## config.mk

```make
export PLATFORM = sky130hd
export DESIGN_NAME = data_bus_responder
export DESIGN_NICKNAME = d
export VERILOG_FILES = /design/src/rtl/mem_map_pkg.sv /design/src/rtl/tx_fifo.sv /design/src/rtl/data_bus_responder.sv
export SDC_FILE = /design/constraint.sdc
export NUM_CORES = 2
export LEC_CHECK = 0
export CAP_MARGIN = 10
export CORE_MARGIN = 8
export CORE_UTILIZATION = 50
export DETAILED_ROUTE_END_ITERATION = 8
export GPL_ROUTABILITY_DRIVEN = 0
export PLACE_DENSITY_LB_ADDON = 0.05
export SKIP_CTS_REPAIR_TIMING = 1
export SLEW_MARGIN = 20
export SYNTH_ARGS = -nofsm -noshare
export SYNTH_HDL_FRONTEND = slang
export SYNTH_HIERARCHICAL = 1
export SYNTH_SLANG_ARGS = --single-unit
export TNS_END_PERCENT = 10
```

## constraint.sdc

```tcl
create_clock -name clk -period 5.4 [get_ports clk]
set_clock_uncertainty 0.2 [all_clocks]
set_input_delay 1.35 -clock clk [delete_from_list [all_inputs] [get_ports clk]]
set_output_delay 1.35 -clock clk [all_outputs]
set_load 0.01 [all_outputs]
```

## src/rtl/mem_map_pkg.sv

```systemverilog
// mem_map_pkg: address map and STATUS layout shared by the data-bus
// responder and its TX FIFO.
//   RAM_SEL_BIT        address bit that selects MMIO (1) or RAM (0)
//   *_OFF              MMIO word offsets, decoded from addr[3:2]
//   ST_*               STATUS register bit positions
//   status_word()      packs the FIFO/overflow flags into a STATUS read value
package mem_map_pkg;

  localparam int RAM_SEL_BIT = 31;

  localparam logic [1:0] TXDATA_OFF = 2'd0;
  localparam logic [1:0] STATUS_OFF = 2'd1;
  localparam logic [1:0] CYCLE_OFF  = 2'd2;

  localparam int ST_FULL_BIT  = 0;
  localparam int ST_EMPTY_BIT = 1;
  localparam int ST_OVF_BIT   = 2;
  localparam int ST_COUNT_LSB = 4;

  function automatic logic [31:0] status_word(input logic       full,
                                              input logic       empty,
                                              input logic       ovf,
                                              input logic [3:0] cnt);
    logic [31:0] w;
    w = '0;
    w[ST_FULL_BIT]                  = full;
    w[ST_EMPTY_BIT]                 = empty;
    w[ST_OVF_BIT]                   = ovf;
    w[ST_COUNT_LSB +: 4]            = cnt;
    return w;
  endfunction

endpackage

```

## src/rtl/tx_fifo.sv

```systemverilog
// tx_fifo: byte-wide first-word-fall-through FIFO feeding the TX drain port.
//   clk, reset          clock, asynchronous active-high reset
//   push, push_data     write request and byte; ignored when full unless a
//                       pop happens on the same edge
//   pop                 remove head byte (ignored when empty)
//   full, empty, count  occupancy, all decoded from registers only
//   head                current head byte, 0x00 while empty
module tx_fifo #(
  parameter  int FIFO_DEPTH = 4,
  localparam int PW         = $clog2(FIFO_DEPTH),
  localparam int CW         = $clog2(FIFO_DEPTH + 1)
) (
  input  logic          clk,
  input  logic          reset,
  input  logic          push,
  input  logic [7:0]    push_data,
  input  logic          pop,
  output logic          full,
  output logic          empty,
  output logic [CW-1:0] count,
  output logic [7:0]    head
);

  logic [7:0]    mem [FIFO_DEPTH];
  logic [PW-1:0] rd_ptr;
  logic [PW-1:0] wr_ptr;
  logic          pop_ok;
  logic          push_ok;

  assign full    = (count == CW'(FIFO_DEPTH));
  assign empty   = (count == '0);
  assign pop_ok  = pop && !empty;
  // A full FIFO still takes a push when the head leaves on the same edge.
  assign push_ok = push && (!full || pop_ok);

  // Pointers are exactly PW bits, so wrap modulo FIFO_DEPTH is free.
  // NOTE: non-blocking assignments in clocked blocks so every register
  // samples pre-edge values regardless of statement order.
  always_ff @(posedge clk or posedge reset) begin
    if (reset) begin
      rd_ptr <= '0;
      wr_ptr <= '0;
      count  <= '0;
    end else begin
      if (pop_ok)  rd_ptr <= rd_ptr + 1'b1;
      if (push_ok) wr_ptr <= wr_ptr + 1'b1;
      case ({push_ok, pop_ok})
        2'b10:   count <= count + 1'b1;
        2'b01:   count <= count - 1'b1;
        default: count <= count;
      endcase
    end
  end

  // NOTE: storage arrays get no reset; occupancy is tracked by the pointers
  // and count, and resetting the array would only cost flops and routing.
  always_ff @(posedge clk) begin
    if (push_ok) mem[wr_ptr] <= push_data;
  end

  // Gating keeps the output at 0x00 after reset while storage is stale.
  assign head = empty ? 8'h00 : mem[rd_ptr];

endmodule

```

## src/rtl/data_bus_responder.sv

```systemverilog
// data_bus_responder: data-memory responder for the core (single-cycle or
// pipelined). Word RAM below 0x8000_0000, MMIO above it.
//   clk, reset          clock, asynchronous active-high reset
//   MemWrite            store strobe
//   ALUResult           byte address (addr[1:0] ignored, word access only)
//   WriteData           store data
//   ReadData            load data, combinational from ALUResult
//   tx_valid, tx_data   TX FIFO head (registered), tx_ready pops it
// MMIO: 0x0 TXDATA (push byte), 0x4 STATUS (write clears overflow),
//       0x8 CYCLE (free-running, writable), 0xC reserved.
module data_bus_responder
  import mem_map_pkg::*;
#(
  parameter int RAM_WORDS  = 64,
  parameter int FIFO_DEPTH = 4
) (
  input  logic        clk,
  input  logic        reset,
  input  logic        MemWrite,
  input  logic [31:0] ALUResult,
  input  logic [31:0] WriteData,
  output logic [31:0] ReadData,
  output logic        tx_valid,
  output logic [7:0]  tx_data,
  input  logic        tx_ready
);

  localparam int AW = $clog2(RAM_WORDS);
  localparam int CW = $clog2(FIFO_DEPTH + 1);

  logic [31:0]   ram [RAM_WORDS];
  logic [31:0]   cycle;
  logic          overflow;

  logic          is_mmio;
  logic [1:0]    mmio_off;
  logic [AW-1:0] ram_idx;
  logic          ram_we;
  logic          tx_push;
  logic          status_wr;
  logic          cycle_wr;
  logic          tx_pop;

  logic          fifo_full;
  logic          fifo_empty;
  logic [CW-1:0] fifo_count;
  logic          unused_addr_bits;

  // Upper RAM address bits alias, and byte offset bits are don't-care.
  assign unused_addr_bits = ^{ALUResult[30:AW+2], ALUResult[1:0]};

  assign is_mmio   = ALUResult[RAM_SEL_BIT];
  assign mmio_off  = ALUResult[3:2];
  assign ram_idx   = ALUResult[AW+1:2];

  assign ram_we    = MemWrite && !is_mmio;
  assign tx_push   = MemWrite && is_mmio && (mmio_off == TXDATA_OFF);
  assign status_wr = MemWrite && is_mmio && (mmio_off == STATUS_OFF);
  assign cycle_wr  = MemWrite && is_mmio && (mmio_off == CYCLE_OFF);
  assign tx_pop    = tx_valid && tx_ready;

  tx_fifo #(.FIFO_DEPTH(FIFO_DEPTH)) u_tx_fifo (
    .clk       (clk),
    .reset     (reset),
    .push      (tx_push),
    .push_data (WriteData[7:0]),
    .pop       (tx_pop),
    .full      (fifo_full),
    .empty     (fifo_empty),
    .count     (fifo_count),
    .head      (tx_data)
  );

  assign tx_valid = !fifo_empty;

  // RAM contents survive reset.
  always_ff @(posedge clk) begin
    if (ram_we) ram[ram_idx] <= WriteData;
  end

  // A write takes priority over the increment; counting resumes from the
  // loaded value on the next edge.
  always_ff @(posedge clk or posedge reset) begin
    if (reset)         cycle <= '0;
    else if (cycle_wr) cycle <= WriteData;
    else               cycle <= cycle + 32'd1;
  end

  // Only a push that the FIFO actually drops raises the sticky flag.
  always_ff @(posedge clk or posedge reset) begin
    if (reset)                                    overflow <= 1'b0;
    else if (status_wr)                           overflow <= 1'b0;
    else if (tx_push && fifo_full && !tx_pop)     overflow <= 1'b1;
  end

  // NOTE: ReadData gets a default before the branches so no path through
  // this block leaves it unassigned and infers a latch.
  always_comb begin
    ReadData = '0;
    if (!is_mmio) begin
      ReadData = ram[ram_idx];
    end else begin
      case (mmio_off)
        STATUS_OFF: ReadData = status_word(fifo_full, fifo_empty, overflow,
                                           4'(fifo_count));
        CYCLE_OFF:  ReadData = cycle;
        default:    ReadData = '0;
      endcase
    end
  end

endmodule
```

* Yosys cells after proc, flatten, opt, wreduce, memory -nomap -nowiden
Memory sizes are Yosys's and may differ from the RTL's. Index checks and enable logic that the tools add are counted.
Storage, ports and cells: register bits after elaboration 40, bits in latches 0, bits in writable memories 2080, memory bits (read-only) 0, input bits 68, output and inout bits 41, word-level logic and storage cells 47, memories 2
Memory list:
- ram | words 64, bits a word 32, read ports 1, clocked after memory_dff 0, write ports 1, RTL line data_bus_responder.sv:31 | logic [31:0] ram [RAM_WORDS];
- u_tx_fifo.mem | words 4, bits a word 8, read ports 1, clocked after memory_dff 0, write ports 1, RTL line tx_fifo.sv:24 | logic [7:0] mem [FIFO_DEPTH];
Operators by class: $add $sub $neg 5, multipliers 0, div/mod/pow operators 0, order comparisons 0, equal/unequal tests 5, shift-type cells 0, muxes and demuxes 11, bitwise logic cells 0, reductions and logical operators 19
Operators with widths (number):
- $mux W32 | 2
- $pmux W32 S2 | 1
- $add A32 B1 Y32 const B | 1
- $logic_and A1 B1 Y1 | 10
- $mux W8 | 1
- $mux W1 | 6
- $pmux W3 S2 | 1
- $add A2 B1 Y2 const B | 2
- $eq A2 B1 Y1 const B | 2
- $eq A2 B2 Y1 const B | 2
- $logic_not A1 Y1 | 4
- $reduce_bool A2 Y1 | 2
- $add A3 B1 Y3 const B | 1
- $eq A3 B3 Y1 const B | 1
- $logic_not A3 Y1 | 1
- $sub A3 B1 Y3 const B | 1
- $logic_not A2 Y1 | 1
- $logic_or A1 B1 Y1 | 1

* Longest topological paths before layout
word-level depth 8, gate-level depth with buffers 13, mapped depth without buffers 9

* Cells and area by module
The synthesis kept the hierarchy.
Modules (own cells, without submodules):
- data_bus_responder | instances 1, cells each 4582, area each 81718.4 µm², seq. area each 62324.8 µm²
- tx_fifo | instances 1, cells each 106, area each 1729.2 µm², seq. area each 1136.1 µm²

* Worst setup path before layout
OpenSTA, ideal clock, no wires.
kind input port to output port, start input ALUResult[2], end output ReadData[10], arrival 3.436 ns, required time 3.850 ns, slack 0.414 ns, cell stages on the path 10, buffers on the path 6, path through buf_4 inv_2 buf_2 buf_2 buf_1 ha_1 clkbuf_1 clkbuf_1 nand2_1 a32oi_1
On the way: longest elaborated chain between the ends 3, elaborated cells on any way between the ends 5, classes of those cells eq/ne: 2; mux: 2; memory: 1
RTL lines:
- from (decl) | RTL line data_bus_responder.sv:20 | input logic [31:0] ALUResult,
- parallel branches: the longest is 2 deep, another holds $mem_v2 Z64 W32
- $mux W32 * | RTL line data_bus_responder.sv:100 | if (!is_mmio) begin
- to (decl) | RTL line data_bus_responder.sv:22 | output logic [31:0] ReadData,
Mark *: on every way between the ends.

* Worst setup path in the final report
start input ALUResult[7], end output ReadData[13]
On the way: longest elaborated chain between the ends 2
RTL lines (RTL line):
- $mem_v2 Z64 W32
- $mux W32 | data_bus_responder.sv:100
Every way passes these cells.

==> summary.txt <==
Run status
  – Status: finished with violations
  – Failing checks: negative setup slack

STA
  – Worst Tran Pin Value: between 1 and 1.5 ns
  – Slew headroom: between 20% and 30%
  – RSZ-0062 raised after global routing: true
  – Peak Freq: between 0.15 and 0.2 GHz
  – Worst Setup Slack, final: -0.230 ns
  – Final setup violation count: 20
  – Fin. max-slew vios: 0
  – Final hold violations: 0
  – Fin crit period: 5.63 ns
  – Fin crit share: 104%
  – WHS: 0.361 ns

Clock tree
  – Worst-path clk slew: around 0.060 ns
  – CTS tree: built
  – H-Tree Depth: 4
  – Inserted Clock Buffers: roughly 210
  – Clock buffer depth: 3
  – Clock Sinks: approximately 2100
  – Root Buffer: clkbuf_16
  – Skew-Pair Late Insertion Delay: 0.86 ns

Global routing
  – GRT overflow: 0
  – Initial antenna violation count: 18
  – First-pass GRT wire length: 401000 um
  – Tot GR Track Use: a little under a third
  – Largest net degree at the start of global routing: between 60 and 70
  – Vias in the first global route: about 49000

Drt
  – Wirelength per Cell: about 37 um
  – Residual DRC count: 0
  – Routed wire length: between 200000 and 300000 um
  – Antenna Nets Post-Route: 0
  – Via Count: 51500
  – 1st-pass router iterations: 7
  – Initial DRC count: about 7500
  – DR vias/cell: 6.52

Worst hold path
  – Min-Delay Path Class: register to register
  – Worst Hold End: cycle[0]
  – Worst hold path startpoint: cycle[0]
  – Worst Hold Path Cells: 1

Floorplanning
  – FP Rows: 150
  – I/O pins: around 110
  – Die Wd: around 420 um
  – Die area: ~180000 um2
  – Core area: approximately 170000 um2
  – Die Span Y: approximately 420 um
  – Initial Utilization: 50.1%

Power
  – Clk pwr share: 39.6%
  – Switching Share: between 20% and 30%
  – Pint: about 0.028 W
  – Logic pwr share: about a tenth
  – Leak: 34.0 nW
  – Power Dens Cells: ~360 nW/um2
  – Peak supply drop: ~0.37 mV
  – Final Power: about 0.036 W
  – Switching power: between 0.008 and 0.009 W
  – Seq pwr share: about half

Finish
  – Final #Nets: 5596
  – # fillers: between 10000 and 15000
  – Ratio of cells with drive above 1 in the final layout: a little under a third
  – Post-route cell area: about 100000 um2
  – Layout overhead on the synthesized area: 21.8%

Logic synthesis
  – Synth Cell Area: about 83000 um2
  – Post-synth EDFFs: 2080
  – Post-synthesis sequential area ratio: 76.0%
  – Syn avg cell area: about 18 um2
  – Yosys warnings: 6
  – Cells after Synth: roughly 4700
  – Post-synth ARST share: around 1.9%
  – Synth top area share: around three quarters
  – Synth top area cells: edfxtp_1, mux4_2, mux2i_1
  – Primary FF master, synth: edfxtp_1
  – Area leader, netlist: edfxtp_1
  – FF+latch count, synth: roughly 2100
  – Yosys cell types: slightly above 80
  – Mapped Nets: 4765

Placed design
  – Hpwl dp: around 190000 um
  – Setup Slack @ Placement: -0.986 ns
  – PortBufs: just over 80
  – Placed cell areas: 93400 um2

Setup path
  – Reg2Reg Launch Point: u_tx_fifo/count[0]
  – Slowest cell on crit path: a22oi_2
  – R2r setup slk: about 2.5 ns
  – R2R cell count: 10
  – Top cell by count, worst path: buf_4
  – Crit path cell chain: clkdlybuf4s50_1, buf_6, buf_6, buf_4, nor3_4, buf_12, buf_4, buf_4, a22oi_2, a32oi_2, clkdlybuf4s50_1
  – RR Endpoint: u_tx_fifo/count[2]
  – Worst path max stage delay: around 0.54 ns
  – Worst Setup Path Type: primary input to output port
  – Crit path DAT: between 4 and 5 ns
  – Worst EP required: just under 4 ns
  – CP Launch Point: ALUResult[7]
  – Crit start category: primary input
  – Crit path max-delay family: buffers and inverters
  – Critical Path Fanout Max: 9
  – CP bufs+invs: 8
  – Worst setup EP type: output port

Flow run
  – Number of max-cap violations: 0
[per-stage QoR]
stage	util, %	cells	TNS [ns]
final	61.0	7898	-1.89
after global routing	61.0	7887	-2.06
after CTS	60.1	7844	-21.25
after detailed placement	56.1	7465	-24.35
after global placement	56.1	7465	-23.67
after floorplan	-	4688	0
[worst max-delay path by stage]
| stage | to | slack, ns | cells past startpoint |
|---|---|---|---|
| 3_5_place_dp | ReadData[9] | -0.99 | 14 |
| 6_report | ReadData[13] | -0.23 | 11 |
| 2_1_floorplan | ReadData[10] | 0.41 | 10 |
| 3_3_place_gp | ReadData[21] | -1.32 | 10 |
| 4_1_cts | ReadData[9] | -1.00 | 14 |
| 5_1_grt | ReadData[13] | -0.22 | 11 |
[area by class of cell]
class / count / area [um2] / share of cell area, %
antenna: 11 / 27.5 / 0.0271
clock buffer: 269 / 5680 / 5.59
clock inverter: 110 / 947 / 0.932
inverter: 17 / 76.3 / 0.0751
multi-input combinational: 2220 / 19400 / 19.1
sequential: 2120 / 63500 / 62.4
tap: 2204 / 2760 / 2.71
timing repair buffer: 947 / 9290 / 9.15
[state kept, by name, indices dropped and copies added, names as in the netlist]
register	count
u_tx_fifo/count	3
cycle	32
u_tx_fifo/mem	32
u_tx_fifo/rd_ptr	2
ram	2048
u_tx_fifo/wr_ptr	2
overflow	1
[layer usage]
metal | track usage [%] | share of wire (%)
met5 | 0 | 0.0044
met3 | 6.66 | 10
met2 | 48.6 | 46
met4 | 14.8 | 5.0
met1 | 44.3 | 39
[cells in the final DEF, fill, tap and decap left out, types with 18 or more instances in the layout]
| cell type | n |
|---|---|
| nand2_1 | 157 |
| a31oi_1 | 19 |
| clkbuf_16 | 221 |
| a211oi_1 | 22 |
| nor2_4 | 67 |
| a22oi_1 | 151 |
| dfrtp_1 | 40 |
| buf_4 | 698 |
| buf_6 | 32 |
| a221oi_1 | 179 |
| o2bb2ai_1 | 25 |
| o21ai_0 | 145 |
| clkbuf_1 | 47 |
| buf_12 | 133 |
| nand3_1 | 43 |
| a221o_1 | 47 |
| o21ai_1 | 25 |
| clkinv_2 | 37 |
| a221oi_2 | 21 |
| a32oi_1 | 19 |
| nor2_1 | 123 |
| a22o_1 | 40 |
| edfxtp_1 | 2080 |
| mux2_2 | 215 |
| clkinv_1 | 46 |
| o22ai_1 | 98 |
| xnor2_1 | 18 |
| buf_2 | 28 |
| mux4_2 | 113 |
| a21oi_1 | 149 |
| mux2i_1 | 242 |
[worst register-to-register path: cells and delay by family (launching register included)]
kind          cells  cell delay, ns
buf+inv           2            0.34
fa+ha+maj         1            0.17
flops             1            0.46
simple gates      7            1.64
[Yosys cell counts (all sizes together), types with 8 or more instances]
master / count
inv: 17
a221oi: 201
ha: 8
a31oi: 21
a32oi: 30
a2bb2oi: 10
mux2: 218
dfrtp: 40
a41oi: 8
and2: 20
nand3: 46
nor2b: 11
edfxtp: 2080
a211oi: 27
a21boi: 9
nand3b: 8
nand2: 158
a21oi: 158
mux4: 113
a221o: 48
clkbuf: 86
o221ai: 17
buf: 245
mux2i: 242
o22ai: 101
o21ai: 170
xor2: 17
a22oi: 165
nor3: 15
a22o: 40
o2bb2ai: 25
xnor2: 18
and3: 18
nor2: 193
[power by group through the flow]
stage / Clock (W) / Combinational, W / Sequential [W]
floorplan: 0 / 0.00136 / 0.0187
finish: 0.0143 / 0.00341 / 0.0184
detailed placement: 0 / 0.00322 / 0.0187
global route: 0.0150 / 0.00352 / 0.0184
CTS: 0.0144 / 0.00323 / 0.0184
global placement: 0 / 0.00319 / 0.0187
[kinds of logic (layout without fill, tap and decap cells)]
group | count (synthesis) | count (layout) | synth area share [%]
xor+xnor | 35 | 35 | 0.367
simple gates | 515 | 515 | 2.80
fa+ha+maj | 9 | 9 | 0.144
compound gates | 1088 | 1088 | 9.38
flops | 2120 | 2120 | 76.0
other cells | 0 | 11 | 0
mux | 573 | 573 | 8.90
buf+inv | 348 | 1343 | 2.36
Note: power is estimated with default switching activity, not from simulation.
